**src/rtl/gun_pkg.sv**
```systemverilog
//==============================================================================
// Module      : gun_pkg
// Description : Shared definitions for the light-gun aim controller.
//               Holds the per-axis state type, the position width and range,
//               and the 0..63 saturation helper.
// Ports       : none (package)
// Config      : GUN_MOUSE_EN is not referenced here.
// Revision    : 1.0 - initial release
//==============================================================================
`default_nettype none

package gun_pkg;

    typedef enum logic [1:0] {
        AX_IDLE = 2'd0,
        AX_SLOW = 2'd1,
        AX_FAST = 2'd2
    } gun_axis_st_t;

    localparam int GUN_W   = 6;
    localparam int GUN_MAX = 63;

    // Clamp a signed 8-bit candidate position into 0..GUN_MAX.
    function automatic logic [GUN_W-1:0] sat6(input logic signed [7:0] v);
        if (v < 0) begin
            return '0;
        end else if (v > GUN_MAX) begin
            return GUN_W'(GUN_MAX);
        end else begin
            return v[GUN_W-1:0];
        end
    endfunction

endpackage

`default_nettype wire

```
**src/rtl/gun_axis_ctrl.sv**
```systemverilog
//==============================================================================
// Module      : gun_axis_ctrl
// Description : One crosshair axis. Joystick FSM (IDLE/SLOW/FAST) with hold
//               and divider counters, optional mouse accumulator, and the
//               combined signed step plus a flag telling whether pos+step
//               leaves 0..63.
// Ports       : clk_12, reset      clock / async active-high reset
//               i_tick_p           one-cycle tick pulse
//               i_recentre         forces IDLE and clears the mouse fraction
//               i_dir_neg/pos      direction inputs (both or neither = released)
//               i_mouse_stb        mouse delta valid
//               i_mouse_d          signed delta, already in axis orientation
//               i_pos              current axis position
//               o_step             joystick + mouse step, signed
//               o_sat              pos + o_step falls outside 0..63
//               o_joy_moved        joystick produced a step this cycle
//               o_mouse_moved      mouse produced a step this cycle
// Config      : GUN_MOUSE_EN enables the mouse accumulator.
// Revision    : 1.0 - initial release
//==============================================================================
`default_nettype none

module gun_axis_ctrl
    import gun_pkg::*;
#(
    parameter int SLOW_DIV    = 3,
    parameter int ACCEL_TICKS = 16,
    parameter int MOUSE_SHIFT = 2
) (
    input  logic              clk_12,
    input  logic              reset,
    input  logic              i_tick_p,
    input  logic              i_recentre,
    input  logic              i_dir_neg,
    input  logic              i_dir_pos,
    input  logic              i_mouse_stb,
    input  logic signed [9:0] i_mouse_d,
    input  logic [GUN_W-1:0]  i_pos,
    output logic signed [7:0] o_step,
    output logic              o_sat,
    output logic              o_joy_moved,
    output logic              o_mouse_moved
);

    localparam int c_HOLD_W = $clog2(ACCEL_TICKS + 1);
    localparam int c_DIV_W  = (SLOW_DIV > 1) ? $clog2(SLOW_DIV) : 1;

    localparam logic [c_HOLD_W:0]   c_ACCEL    = (c_HOLD_W + 1)'(ACCEL_TICKS);
    localparam logic [c_HOLD_W-1:0] c_HOLD_ONE = c_HOLD_W'(1);
    localparam logic [c_HOLD_W:0]   c_INC_ONE  = (c_HOLD_W + 1)'(1);
    localparam logic [c_DIV_W-1:0]  c_DIV_LAST = c_DIV_W'(SLOW_DIV - 1);
    localparam logic [c_DIV_W-1:0]  c_DIV_ONE  = c_DIV_W'(1);
    localparam logic signed [7:0]   c_STEP_P   = 8'sd1;
    localparam logic signed [7:0]   c_STEP_N   = -8'sd1;

    gun_axis_st_t          r_state, w_state_nxt;
    logic [c_HOLD_W-1:0]   r_hold, w_hold_nxt;
    logic [c_HOLD_W:0]     w_hold_inc;
    logic [c_DIV_W-1:0]    r_div, w_div_nxt;
    logic                  r_dir, w_dir_nxt;     // 1 = positive direction
    logic                  w_pressed;
    logic                  w_dir_in;
    logic                  w_new_press;
    logic signed [7:0]     w_joy_step;
    logic signed [7:0]     w_mouse_step;
    logic signed [8:0]     w_sum9;
    logic signed [7:0]     w_sum8;
    logic [GUN_W-1:0]      w_rail;

    assign w_pressed   = i_dir_neg ^ i_dir_pos;
    assign w_dir_in    = i_dir_pos;
    // A press from IDLE and a reversal both restart the slow profile.
    assign w_new_press = (r_state == AX_IDLE) || (w_dir_in != r_dir);
    assign w_hold_inc  = {1'b0, r_hold} + c_INC_ONE;

    // State register
    always_ff @(posedge clk_12 or posedge reset) begin
        if (reset) begin
            r_state <= AX_IDLE;
            r_hold  <= '0;
            r_div   <= '0;
            r_dir   <= 1'b0;
        end else begin
            r_state <= w_state_nxt;
            r_hold  <= w_hold_nxt;
            r_div   <= w_div_nxt;
            r_dir   <= w_dir_nxt;
        end
    end

    // Next-state logic; directions are only looked at on a tick.
    always_comb begin
        w_state_nxt = r_state;
        w_hold_nxt  = r_hold;
        w_div_nxt   = r_div;
        w_dir_nxt   = r_dir;
        if (i_recentre) begin
            w_state_nxt = AX_IDLE;
            w_hold_nxt  = '0;
            w_div_nxt   = '0;
        end else if (i_tick_p) begin
            if (!w_pressed) begin
                w_state_nxt = AX_IDLE;
                w_hold_nxt  = '0;
                w_div_nxt   = '0;
            end else if (w_new_press) begin
                w_state_nxt = AX_SLOW;
                w_hold_nxt  = c_HOLD_ONE;
                w_div_nxt   = '0;
                w_dir_nxt   = w_dir_in;
            end else if (r_state == AX_SLOW) begin
                // hold never exceeds ACCEL_TICKS: FAST stops counting.
                w_hold_nxt = w_hold_inc[c_HOLD_W-1:0];
                w_div_nxt  = (r_div == c_DIV_LAST) ? '0 : r_div + c_DIV_ONE;
                if (w_hold_inc >= c_ACCEL) begin
                    w_state_nxt = AX_FAST;
                end
            end
        end
    end

    // Output logic: joystick step decided from the current state and tick.
    always_comb begin
        w_joy_step = '0;
        if (i_tick_p && w_pressed && !i_recentre) begin
            if (w_new_press || (r_state == AX_FAST) || (r_div == c_DIV_LAST)) begin
                w_joy_step = w_dir_in ? c_STEP_P : c_STEP_N;
            end
        end
    end

`ifdef GUN_MOUSE_EN
    localparam int c_ACC_W = 9 + MOUSE_SHIFT;

    logic signed [c_ACC_W-1:0] r_acc;
    logic signed [c_ACC_W-1:0] w_acc_sum;
    logic signed [c_ACC_W-1:0] w_acc_q;
    logic signed [c_ACC_W-1:0] w_acc_rem;

    assign w_acc_sum = r_acc + c_ACC_W'(i_mouse_d);
    // Arithmetic shift floors toward -inf, so the kept remainder is >= 0.
    assign w_acc_q   = w_acc_sum >>> MOUSE_SHIFT;
    assign w_acc_rem = w_acc_sum - (w_acc_q <<< MOUSE_SHIFT);

    assign w_mouse_step = (i_mouse_stb && !i_recentre) ? 8'(w_acc_q) : '0;

    always_ff @(posedge clk_12 or posedge reset) begin
        if (reset) begin
            r_acc <= '0;
        end else if (i_recentre || o_sat) begin
            // Leftover fraction is meaningless once pinned to an edge.
            r_acc <= '0;
        end else if (i_mouse_stb) begin
            r_acc <= w_acc_rem;
        end
    end
`else
    logic w_mouse_unused;

    assign w_mouse_unused = ^{i_mouse_stb, i_mouse_d};
    assign w_mouse_step   = '0;
`endif

    assign o_step        = w_joy_step + w_mouse_step;
    assign o_joy_moved   = (w_joy_step != 8'sd0);
    assign o_mouse_moved = (w_mouse_step != 8'sd0);

    // Sum in 9 bits so 63 + 65 cannot wrap before the range test.
    assign w_sum9 = $signed({3'b000, i_pos}) + $signed({o_step[7], o_step});
    assign w_sum8 = (w_sum9 > 9'sd127) ? 8'sd127 : w_sum9[7:0];
    assign w_rail = sat6(w_sum8);
    assign o_sat  = (w_sum9 != $signed({3'b000, w_rail}));

endmodule

`default_nettype wire

```
**src/rtl/gun_aim_ctrl.sv**
```systemverilog
//==============================================================================
// Module      : gun_aim_ctrl
// Description : Light-gun crosshair sequencer for the williams2 core.
//               Tick edge detect, two axis controllers, saturating position
//               registers, recentre and the mouse-source flag.
// Ports       : clk_12          12 MHz clock
//               reset           async active-high reset
//               tick_4ms        4 ms tick level; rising edge is used
//               joy_left/right/up/down  joystick, active high
//               recentre        1-cycle pulse, both axes to CENTER
//               mouse_dx/dy     signed deltas (dy +ve = up)
//               mouse_stb       deltas valid strobe
//               gun_h, gun_v    crosshair position (0 = left / top)
//               src_mouse       last movement came from the mouse
// Config      : GUN_MOUSE_EN merges mouse deltas; undefined -> mouse ports
//               ignored and src_mouse tied low.
// Revision    : 1.0 - initial release
//==============================================================================
`default_nettype none

module gun_aim_ctrl
    import gun_pkg::*;
#(
    parameter int SLOW_DIV    = 3,
    parameter int ACCEL_TICKS = 16,
    parameter int CENTER      = 32,
    parameter int MOUSE_SHIFT = 2
) (
    input  logic              clk_12,
    input  logic              reset,
    input  logic              tick_4ms,
    input  logic              joy_left,
    input  logic              joy_right,
    input  logic              joy_up,
    input  logic              joy_down,
    input  logic              recentre,
    input  logic signed [8:0] mouse_dx,
    input  logic signed [8:0] mouse_dy,
    input  logic              mouse_stb,
    output logic [GUN_W-1:0]  gun_h,
    output logic [GUN_W-1:0]  gun_v,
    output logic              src_mouse
);

    localparam logic [GUN_W-1:0] c_CENTER = GUN_W'(CENTER);
    localparam logic [GUN_W-1:0] c_MAX    = GUN_W'(GUN_MAX);

    logic                r_tick_d;
    logic                w_tick_p;
    logic signed [9:0]   w_dx;
    logic signed [9:0]   w_dy;
    logic [GUN_W-1:0]    r_gun_h, r_gun_v;
    logic [GUN_W-1:0]    w_h_nxt, w_v_nxt;
    logic signed [7:0]   w_h_step, w_v_step;
    logic signed [7:0]   w_h_sum8, w_v_sum8;
    logic                w_h_sat, w_v_sat;
    logic                w_h_joy_mv, w_v_joy_mv;
    logic                w_h_mouse_mv, w_v_mouse_mv;

    always_ff @(posedge clk_12 or posedge reset) begin
        if (reset) begin
            r_tick_d <= 1'b0;
        end else begin
            r_tick_d <= tick_4ms;
        end
    end

    assign w_tick_p = tick_4ms & ~r_tick_d;

    // Y delta is negated (screen Y grows downward); 10 bits keeps -(-256).
    assign w_dx = 10'(mouse_dx);
    assign w_dy = -(10'(mouse_dy));

    gun_axis_ctrl #(
        .SLOW_DIV    (SLOW_DIV),
        .ACCEL_TICKS (ACCEL_TICKS),
        .MOUSE_SHIFT (MOUSE_SHIFT)
    ) u_axis_h (
        .clk_12        (clk_12),
        .reset         (reset),
        .i_tick_p      (w_tick_p),
        .i_recentre    (recentre),
        .i_dir_neg     (joy_left),
        .i_dir_pos     (joy_right),
        .i_mouse_stb   (mouse_stb),
        .i_mouse_d     (w_dx),
        .i_pos         (r_gun_h),
        .o_step        (w_h_step),
        .o_sat         (w_h_sat),
        .o_joy_moved   (w_h_joy_mv),
        .o_mouse_moved (w_h_mouse_mv)
    );

    gun_axis_ctrl #(
        .SLOW_DIV    (SLOW_DIV),
        .ACCEL_TICKS (ACCEL_TICKS),
        .MOUSE_SHIFT (MOUSE_SHIFT)
    ) u_axis_v (
        .clk_12        (clk_12),
        .reset         (reset),
        .i_tick_p      (w_tick_p),
        .i_recentre    (recentre),
        .i_dir_neg     (joy_up),
        .i_dir_pos     (joy_down),
        .i_mouse_stb   (mouse_stb),
        .i_mouse_d     (w_dy),
        .i_pos         (r_gun_v),
        .o_step        (w_v_step),
        .o_sat         (w_v_sat),
        .o_joy_moved   (w_v_joy_mv),
        .o_mouse_moved (w_v_mouse_mv)
    );

    // The 8-bit sum may wrap only when the axis already flags saturation,
    // in which case the rail is chosen from the step sign instead.
    assign w_h_sum8 = $signed({2'b00, r_gun_h}) + w_h_step;
    assign w_v_sum8 = $signed({2'b00, r_gun_v}) + w_v_step;
    assign w_h_nxt  = w_h_sat ? (w_h_step[7] ? '0 : c_MAX) : sat6(w_h_sum8);
    assign w_v_nxt  = w_v_sat ? (w_v_step[7] ? '0 : c_MAX) : sat6(w_v_sum8);

    always_ff @(posedge clk_12 or posedge reset) begin
        if (reset) begin
            r_gun_h <= c_CENTER;
            r_gun_v <= c_CENTER;
        end else if (recentre) begin
            r_gun_h <= c_CENTER;
            r_gun_v <= c_CENTER;
        end else begin
            r_gun_h <= w_h_nxt;
            r_gun_v <= w_v_nxt;
        end
    end

`ifdef GUN_MOUSE_EN
    logic r_src_mouse;

    // A mouse step wins over a joystick step landing in the same cycle.
    always_ff @(posedge clk_12 or posedge reset) begin
        if (reset) begin
            r_src_mouse <= 1'b0;
        end else if (!recentre) begin
            if (mouse_stb && (w_h_mouse_mv || w_v_mouse_mv)) begin
                r_src_mouse <= 1'b1;
            end else if (w_h_joy_mv || w_v_joy_mv) begin
                r_src_mouse <= 1'b0;
            end
        end
    end

    assign src_mouse = r_src_mouse;
`else
    logic w_src_unused;

    assign w_src_unused = ^{w_h_joy_mv, w_v_joy_mv, w_h_mouse_mv, w_v_mouse_mv};
    assign src_mouse    = 1'b0;
`endif

    assign gun_h = r_gun_h;
    assign gun_v = r_gun_v;

endmodule

`default_nettype wire

```
**config.mk**
```make
export PLATFORM = sky130hd
export DESIGN_NAME = gun_aim_ctrl
export DESIGN_NICKNAME = d
export VERILOG_FILES = /design/src/rtl/gun_pkg.sv /design/src/rtl/gun_axis_ctrl.sv /design/src/rtl/gun_aim_ctrl.sv
export SDC_FILE = /design/constraint.sdc
export NUM_CORES = 1
export LEC_CHECK = 0
export BUFFER_PORTS_ARGS = -buffer_cell sky130_fd_sc_hd__buf_2
export CORE_ASPECT_RATIO = 1.1
export CORE_UTILIZATION = 55
export CTS_CLUSTER_SIZE = 8
export DETAILED_ROUTE_END_ITERATION = 10
export PLACE_DENSITY = 0.83
export RECOVER_POWER = 25
export SYNTH_ARGS = -nofsm -noshare
export SYNTH_HDL_FRONTEND = slang
export SYNTH_SLANG_ARGS = --single-unit
```
**constraint.sdc**
```tcl
create_clock -name clk_12 -period 6.2 [get_ports clk_12]
set_input_delay 1.24 -clock clk_12 [delete_from_list [all_inputs] [get_ports clk_12]]
set_output_delay 1.24 -clock clk_12 [all_outputs]
set_load 0.1 [all_outputs]
```
==> results of run 1 <==
## how the worst min path moves through the flow
stage                                  start                             to  slack [ns]  cells past startpoint
2_1_floorplan  u_axis_v.r_div[0]$_DFFE_PP0P_  u_axis_v.r_div[1]$_DFFE_PP0P_        0.47                      1
5_1_grt        u_axis_h.r_div[1]$_DFFE_PP0P_  u_axis_h.r_div[0]$_DFFE_PP0P_        0.53                      1
4_1_cts        u_axis_h.r_div[1]$_DFFE_PP0P_  u_axis_h.r_div[0]$_DFFE_PP0P_        0.50                      1
3_3_place_gp   u_axis_v.r_div[0]$_DFFE_PP0P_  u_axis_v.r_div[1]$_DFFE_PP0P_        0.47                      1
3_5_place_dp   u_axis_v.r_div[0]$_DFFE_PP0P_  u_axis_v.r_div[1]$_DFFE_PP0P_        0.48                      1
6_report       u_axis_h.r_div[1]$_DFFE_PP0P_  u_axis_h.r_div[0]$_DFFE_PP0P_        0.50                      1
## registers in the layout, summed over array words and instances, names as in the netlist, 2 cells and up
name and count:
gun_h 6, gun_v 6, u_axis_h.r_hold 5, u_axis_v.r_hold 5
u_axis_h.r_div 2, u_axis_h.r_state 2, u_axis_v.r_div 2, u_axis_v.r_state 2
## critical path, cell delays in order
cell and delay (ns):
buf_2 0.23, nor3b_2 0.28, nand2_1 0.16, or3_2 0.58, inv_1 0.25, ha_1 0.33
a211oi_1 0.32, o21bai_1 0.14, a21o_1 0.20, o21ai_0 0.31, a41oi_1 0.17
## layout make-up
cell class / instances / area [um2]
fillers: 308 / 1320
multi-input cells: 185 / 1290
clock inverters: 1 / 30.0
inverters: 14 / 52.6
flip-flops and latches: 33 / 828
well taps: 50 / 62.6
repair buffers: 20 / 97.6
clock buffers: 7 / 86.3
## synthesized netlist by cell type (3+ instances only)
| library cell | count |
|---|---|
| nand2b_1 | 8 |
| o21ai_0 | 22 |
| dfrtp_1 | 31 |
| a21oi_1 | 18 |
| nand3_1 | 8 |
| xor2_1 | 8 |
| xnor2_1 | 3 |
| inv_1 | 14 |
| a211oi_1 | 4 |
| nor2_1 | 11 |
| nand2_1 | 22 |
| ha_1 | 16 |
| mux2_2 | 3 |
| a21o_1 | 4 |
| o22ai_1 | 10 |
| clkbuf_1 | 3 |
## stage by stage
step           hold slack [ns]  worst slack [ns]
3_5_place_dp             0.484              1.84
3_3_place_gp             0.470              1.88
4_1_cts                  0.502              2.15
6_report                 0.501              2.19
2_1_floorplan            0.466              2.32
5_1_grt                  0.532              1.95
## power by group
part	switching, mW	internal, mW
registers	0.0118	0.228
clock network	0.0772	0.131
logic	0.0903	0.0329
## logic make-up after synthesis
family / share of synthesized area
mux: 0.0242
simple gates: 0.152
flops: 0.372
other cells: 0.00168
compound gates: 0.252
buf+inv: 0.0467
fa+ha+maj: 0.108
xor+xnor: 0.0433
## layer usage
layer | vias up | wire length, um | track usage
met3 | 5 | 139 | 0.0444
met4 | 0 | 67 | 0.0872
met2 | 31 | 1920 | 0.367
li1 | 909 | - | -
met5 | - | 0 | 0
met1 | 836 | 2010 | 0.266
==> metrics.cfg, run 1 <==
[timing]
slew_viol_final = 34
maxSlewHeadroom = -0.145
setup-violations-final = 0
hold_viol = 0
worst_pin_slew_ns = 1.72
max_freq_mhz = 249
min_period_ns = 4.01
period_share = 0.647
fin_worst_skew_ns = 0.00825
rsz0062_at_grt = no
final.setup.tns_ns = 0

[route]
first_pass_iters = 4
drt_iter0_drc = 84
drc_errors = 0
wl_per_cell_um = 13.4
dr_total_vias = 1781
vias_per_cell = 5.75
detail-route-antenna-nets = 0
wl_um = 4140

[cells_and_area]
area_delta_synth_final_pct = 10.1
final_cell_mix = 31 x dfrtp_1, 22 x nand2_1, 22 x o21ai_0
post-route-util = 0.650
layout_commonest_cell = dfrtp_1
final_layout_size_suffix_gt1_frac = 0.162
final_cell_area_mm2 = 0.00245
final_nets = 304
antenna_cells = 0
fin_cells = 310

[critical_path]
cp_max_fo = 18
setup.worst_path.start_class = input port
crit_path_start = recentre
rrSetupSlack_ns = 3.04
end_kind = flop
regToRegEndpoint = gun_v[5]$_DFF_PP1_
crit_type = in -> reg
required_ns = 6.40
reg2reg_depth = 10
r2r_start = r_tick_d$_DFF_PP0_
crit_end = gun_v[5]$_DFF_PP1_
cp.arrival_ns = 4.21

[power]
vdd_drop_max_mv = 0.139
leakage_nw = 1.24
p_per_area_mw_per_mm2 = 233
power_mw = 0.571

[clock_network]
cts_setup_buffers = 0
hold_buffers = 0
cts_tree = yes
cts-root-buf = clkbuf_8
clk_path_buf_depth = 2
clk_latency_ns = 0.29
cts_htree_levels = 2
clk_pin_slew_worst_paths_ns = 0.07
cts_resized = 0
cts.sinks = 33
cts_buffers = 5

[yosys]
syn_area_per_cell_um2 = 9.31
syn-num-nets = 284
synth.area.top_cells = dfrtp_1 35%, ha_1 9.0%, o21ai_0 4.9%
synth_warnings = 0
synth_area_mm2 = 0.00223
yosysSeqAreaShare = 0.372
synth_top_area_cell = dfrtp_1
ys_ff_latch = 33
synth_edf_count = 0
syn_inst = 239
synth-main-ff-cell = dfrtp_1
synth_top_area_frac = 0.349
yosysUniqueCellTypes = 55
async_flop_share = 1.00

[grt]
grtUsageTotal = 0.213
grt_pass1_wl_um = 7040
grt_max_degree = 34
grt_pass1_vias = 1594
antenna_found_initial = 0
grt.overflow.total = 0

[die]
die-area_mm2 = 0.00431
die_y_um = 68.7
fp.dieW_um = 62.7
ios = 40
rows = 23
design.core.area_mm2 = 0.00377
start_util = 0.590

[placement]
placedInstanceArea_mm2 = 0.00234
place_inst = 302
io_buffers = 19
gp_congestion = 0.821
dp_hpwl_um = 2980

[outcome]
run_status = finished with violations
violations = capacitance limit, slew limit

[worst_hold_path]
hp-class = reg -> reg

[flow_run]
cap_violations = 1

Power figures use the tool's default switching activity.
==> run 2: changes to the inputs <==
--- a/config.mk
+++ b/config.mk
@@ -5,12 +5,13 @@
 export SDC_FILE = /design/constraint.sdc
 export NUM_CORES = 1
 export LEC_CHECK = 0
+export ABC_AREA = 1
 export BUFFER_PORTS_ARGS = -buffer_cell sky130_fd_sc_hd__buf_2
 export CORE_ASPECT_RATIO = 1.1
 export CORE_UTILIZATION = 55
 export CTS_CLUSTER_SIZE = 8
 export DETAILED_ROUTE_END_ITERATION = 10
-export PLACE_DENSITY = 0.83
+export PLACE_DENSITY = 0.82
 export RECOVER_POWER = 25
 export SYNTH_ARGS = -nofsm -noshare
 export SYNTH_HDL_FRONTEND = slang
==> constraint.sdc (replaced) <==
create_clock -name clk_12 -period 4 [get_ports clk_12]
set_input_delay 0.8 -clock clk_12 [delete_from_list [all_inputs] [get_ports clk_12]]
set_output_delay 0.8 -clock clk_12 [all_outputs]
set_load 0.1 [all_outputs]
==> metrics.cfg, run 2 <==
[outcome]
run_status = finished with violations
violations = capacitance limit, slew limit

[critical_path]
crit_type = in -> reg
rrSetupSlack_ns = 1.30  ; -1.74 ns
setup.worst_path.start_class = input port
cp.arrival_ns = 3.12  ; -1.09 ns
end_kind = flop
required_ns = 4.19  ; -2.21 ns
reg2reg_depth = 12  ; +2
r2r_start = r_tick_d$_DFF_PP0_
cp_max_fo = 8  ; -10
regToRegEndpoint = gun_h[2]$_DFF_PP0_

[clock_network]
clk_pin_slew_worst_paths_ns = 0.07  ; about the same
hold_buffers = 0  ; unchanged
cts-root-buf = clkbuf_8
cts.sinks = 33  ; unchanged
clk_path_buf_depth = 2  ; unchanged
cts_htree_levels = 2  ; unchanged
clk_latency_ns = 0.29  ; about the same
cts_buffers = 5  ; unchanged
cts_setup_buffers = 0  ; unchanged
cts_resized = 0  ; unchanged
cts_tree = yes

[grt]
met2_usage = 0.355  ; -0.0118
grt_max_degree = 34  ; unchanged
grt-busiest-layer = met2
antenna_found_initial = 0  ; unchanged
grtUsageTotal = 0.214  ; +0.000960
grt.overflow.total = 0  ; unchanged
grt_pass1_wl_um = 7890  ; +12%
grt_pass1_vias = 1922  ; +21%
grt_use_met1 = 0.282  ; +0.0160
grt_use_met3 = 0.0377  ; -0.00667

[yosys]
synth_fa_ha_area_frac = 0.0983  ; -0.00967
synth-main-ff-cell = dfrtp_1
yosysSeqAreaShare = 0.339  ; -0.0333
yosysMostFrequentCell = nand2_1
synth_top_area_frac = 0.317  ; -0.0312
synth_area_mm2 = 0.00244  ; +9.8%
synthTopCellsByCount = 91 x nand2_1, 57 x inv_1, 32 x nand3_1
syn-num-nets = 380  ; +34%
async_flop_share = 1.00  ; unchanged
synth_top_family_by_area = simple AND/OR/NAND/NOR gates
synth_xor_area_frac = 0.0394  ; -0.00388
synth.area.top_cells = dfrtp_1 32%, nand2_1 14%, inv_1 8.8%
ys_ff_latch = 33  ; unchanged
yosysUniqueCellTypes = 34  ; -38%
syn_inst = 335  ; +40%
synth_warnings = 0  ; unchanged
synth-simple-area-share = 0.350  ; +0.198
synth_edf_count = 0  ; unchanged
synth_compound_area_frac = 0.0732  ; -0.179
syn_area_per_cell_um2 = 7.30  ; -22%
synth_mux_area_frac = 0  ; -0.0242
synth_top_area_cell = dfrtp_1

[power]
leakage_nw = 1.58  ; +28%
p_per_area_mw_per_mm2 = 331  ; +42%
vdd_drop_max_mv = 0.199  ; +43%

[timing]
slew_viol_final = 34  ; unchanged
hold_viol = 0  ; unchanged
rsz0062_at_grt = no
period_share = 0.733
min_period_ns = 2.93
max_freq_mhz = 341
setup-violations-final = 0  ; unchanged
final.setup.tns_ns = 0  ; unchanged
worst_pin_slew_ns = 1.75  ; +0.0320 ns
fin_worst_skew_ns = 0.00439  ; -0.00385 ns
maxSlewHeadroom = -0.166  ; -0.0213

[flow_run]
cap_violations = 1  ; unchanged

[die]
rows = 25  ; +8.7%
fp.dieW_um = 65.6  ; +4.7%
ios = 40  ; unchanged
start_util = 0.571  ; -0.0199
die_y_um = 71.9  ; +4.7%
die-area_mm2 = 0.00472  ; +9.5%
design.core.area_mm2 = 0.00429  ; +14%

[cells_and_area]
final_nets = 406  ; +34%
layout_commonest_cell = nand2_1
final_cell_area_mm2 = 0.00268  ; +9.5%
antenna_cells = 0  ; unchanged
final_layout_size_suffix_gt1_frac = 0.157  ; -0.00408
area_delta_synth_final_pct = 9.77
n_fill_cell = 367  ; +19%
final_cell_mix = 91 x nand2_1, 57 x inv_1, 32 x nand3_1

[route]
wl_per_cell_um = 10.9  ; -18%
drc_errors = 0  ; unchanged
dr_total_vias = 2085  ; +17%
wl_um = 4550  ; +9.8%
vias_per_cell = 5.01  ; -13%
drt_iter0_drc = 89  ; +6.0%
first_pass_iters = 4  ; unchanged
detail-route-antenna-nets = 0  ; unchanged

[worst_hold_path]
hold_depth = 2  ; +1
hp-class = reg -> reg
worstHoldStart = u_axis_h.r_hold[1]$_DFFE_PP0P_
holdPathEnd = u_axis_h.r_hold[1]$_DFFE_PP0P_

[placement]
gp_congestion = 0.831  ; +1.2%
io_buffers = 19  ; unchanged
placedInstanceArea_mm2 = 0.00261  ; +11%
dp_hpwl_um = 3430  ; +15%

[run 2: cell count changes in the layout (fill, tap and decap cells not counted), moves of 4 or more]
cell,previous run,this run
nand2_1,22,91
nor2_1,11,19
nand3_1,8,32
a211oi_1,4,0
a21o_1,4,0
o21ai_0,22,6
nand2b_1,8,0
nor2_2,1,8
nand2_2,0,8
inv_1,14,57
o21ai_1,0,4
nand3b_1,1,7
inv_2,0,4
o22ai_1,10,0
[run 2: power by group]
| group | internal, mW | switching [mW] | total (mW) |
|---|---|---|---|
| Sequential | 0.363 | 0.0246 | 0.388 |
| Combinational | 0.0671 | 0.187 | 0.254 |
| Clock | 0.124 | 0.122 | 0.246 |
| Total | 0.554 | 0.334 | 0.888 |
[run 2: cell type report]
class / instances / area [um2] / area share
multi-input cells: 239 / 1370 / 0.512
flip-flops and latches: 33 / 828 / 0.309
inverters: 62 / 235 / 0.0876
repair buffers: 20 / 98.8 / 0.0368
clock buffers: 8 / 80.1 / 0.0298
well taps: 54 / 67.6 / 0.0252
[run 2: worst max path at each step]
stage | start | endpoint | depth (start not counted)
global placement | tick_4ms | gun_h[0]$_DFF_PP0_ | 14
global route | tick_4ms | gun_h[1]$_DFF_PP0_ | 14
finish | tick_4ms | gun_h[2]$_DFF_PP0_ | 14
CTS | tick_4ms | gun_h[0]$_DFF_PP0_ | 14
detailed placement | tick_4ms | gun_h[0]$_DFF_PP0_ | 14
floorplan | tick_4ms | gun_h[0]$_DFF_PP0_ | 13
[run 2: worst max-delay path: stages]
cell and delay [ns]:
buf_2 0.08, inv_1 0.04, nor2_2 0.22, nand4_2 0.17, nor2_1 0.56, ha_1 0.40
a21oi_1 0.15, nand2_1 0.12, nand2_1 0.09, nand2_1 0.06, a21oi_1 0.20, nor2_2 0.10
nand2_1 0.08, inv_1 0.04
[run 2: layer usage]
metal,part of all wire,vias to the layer above
met3,0.031,6
met2,0.47,27
met4,0.014,0
li1,-,1104
met5,0,-
met1,0.49,948
[run 2: kinds of logic (layout without fill, tap and decap cells)]
family          after synthesis  after routing
compound gates               31             31
xor+xnor                     11             11
fa+ha+maj                    18             18
flops                        33             33
simple gates                178            178
buf+inv                      63             90
other cells                   1              1
[run 2: metrics by stage]
step / std cells / utilization / hold slack [ns] / power [mW] / setup slack, ns
detailed placement: 408 / 0.608 / 0.500 / 0.648 / 0.777
global route: 416 / 0.626 / 0.538 / 0.933 / 0.878
CTS: 416 / 0.627 / 0.515 / 0.893 / 1.07
global placement: 408 / 0.608 / 0.490 / 0.642 / 0.818
floorplan: 335 / - / 0.463 / 0.600 / 1.29
finish: 416 / 0.626 / 0.516 / 0.888 / 1.07
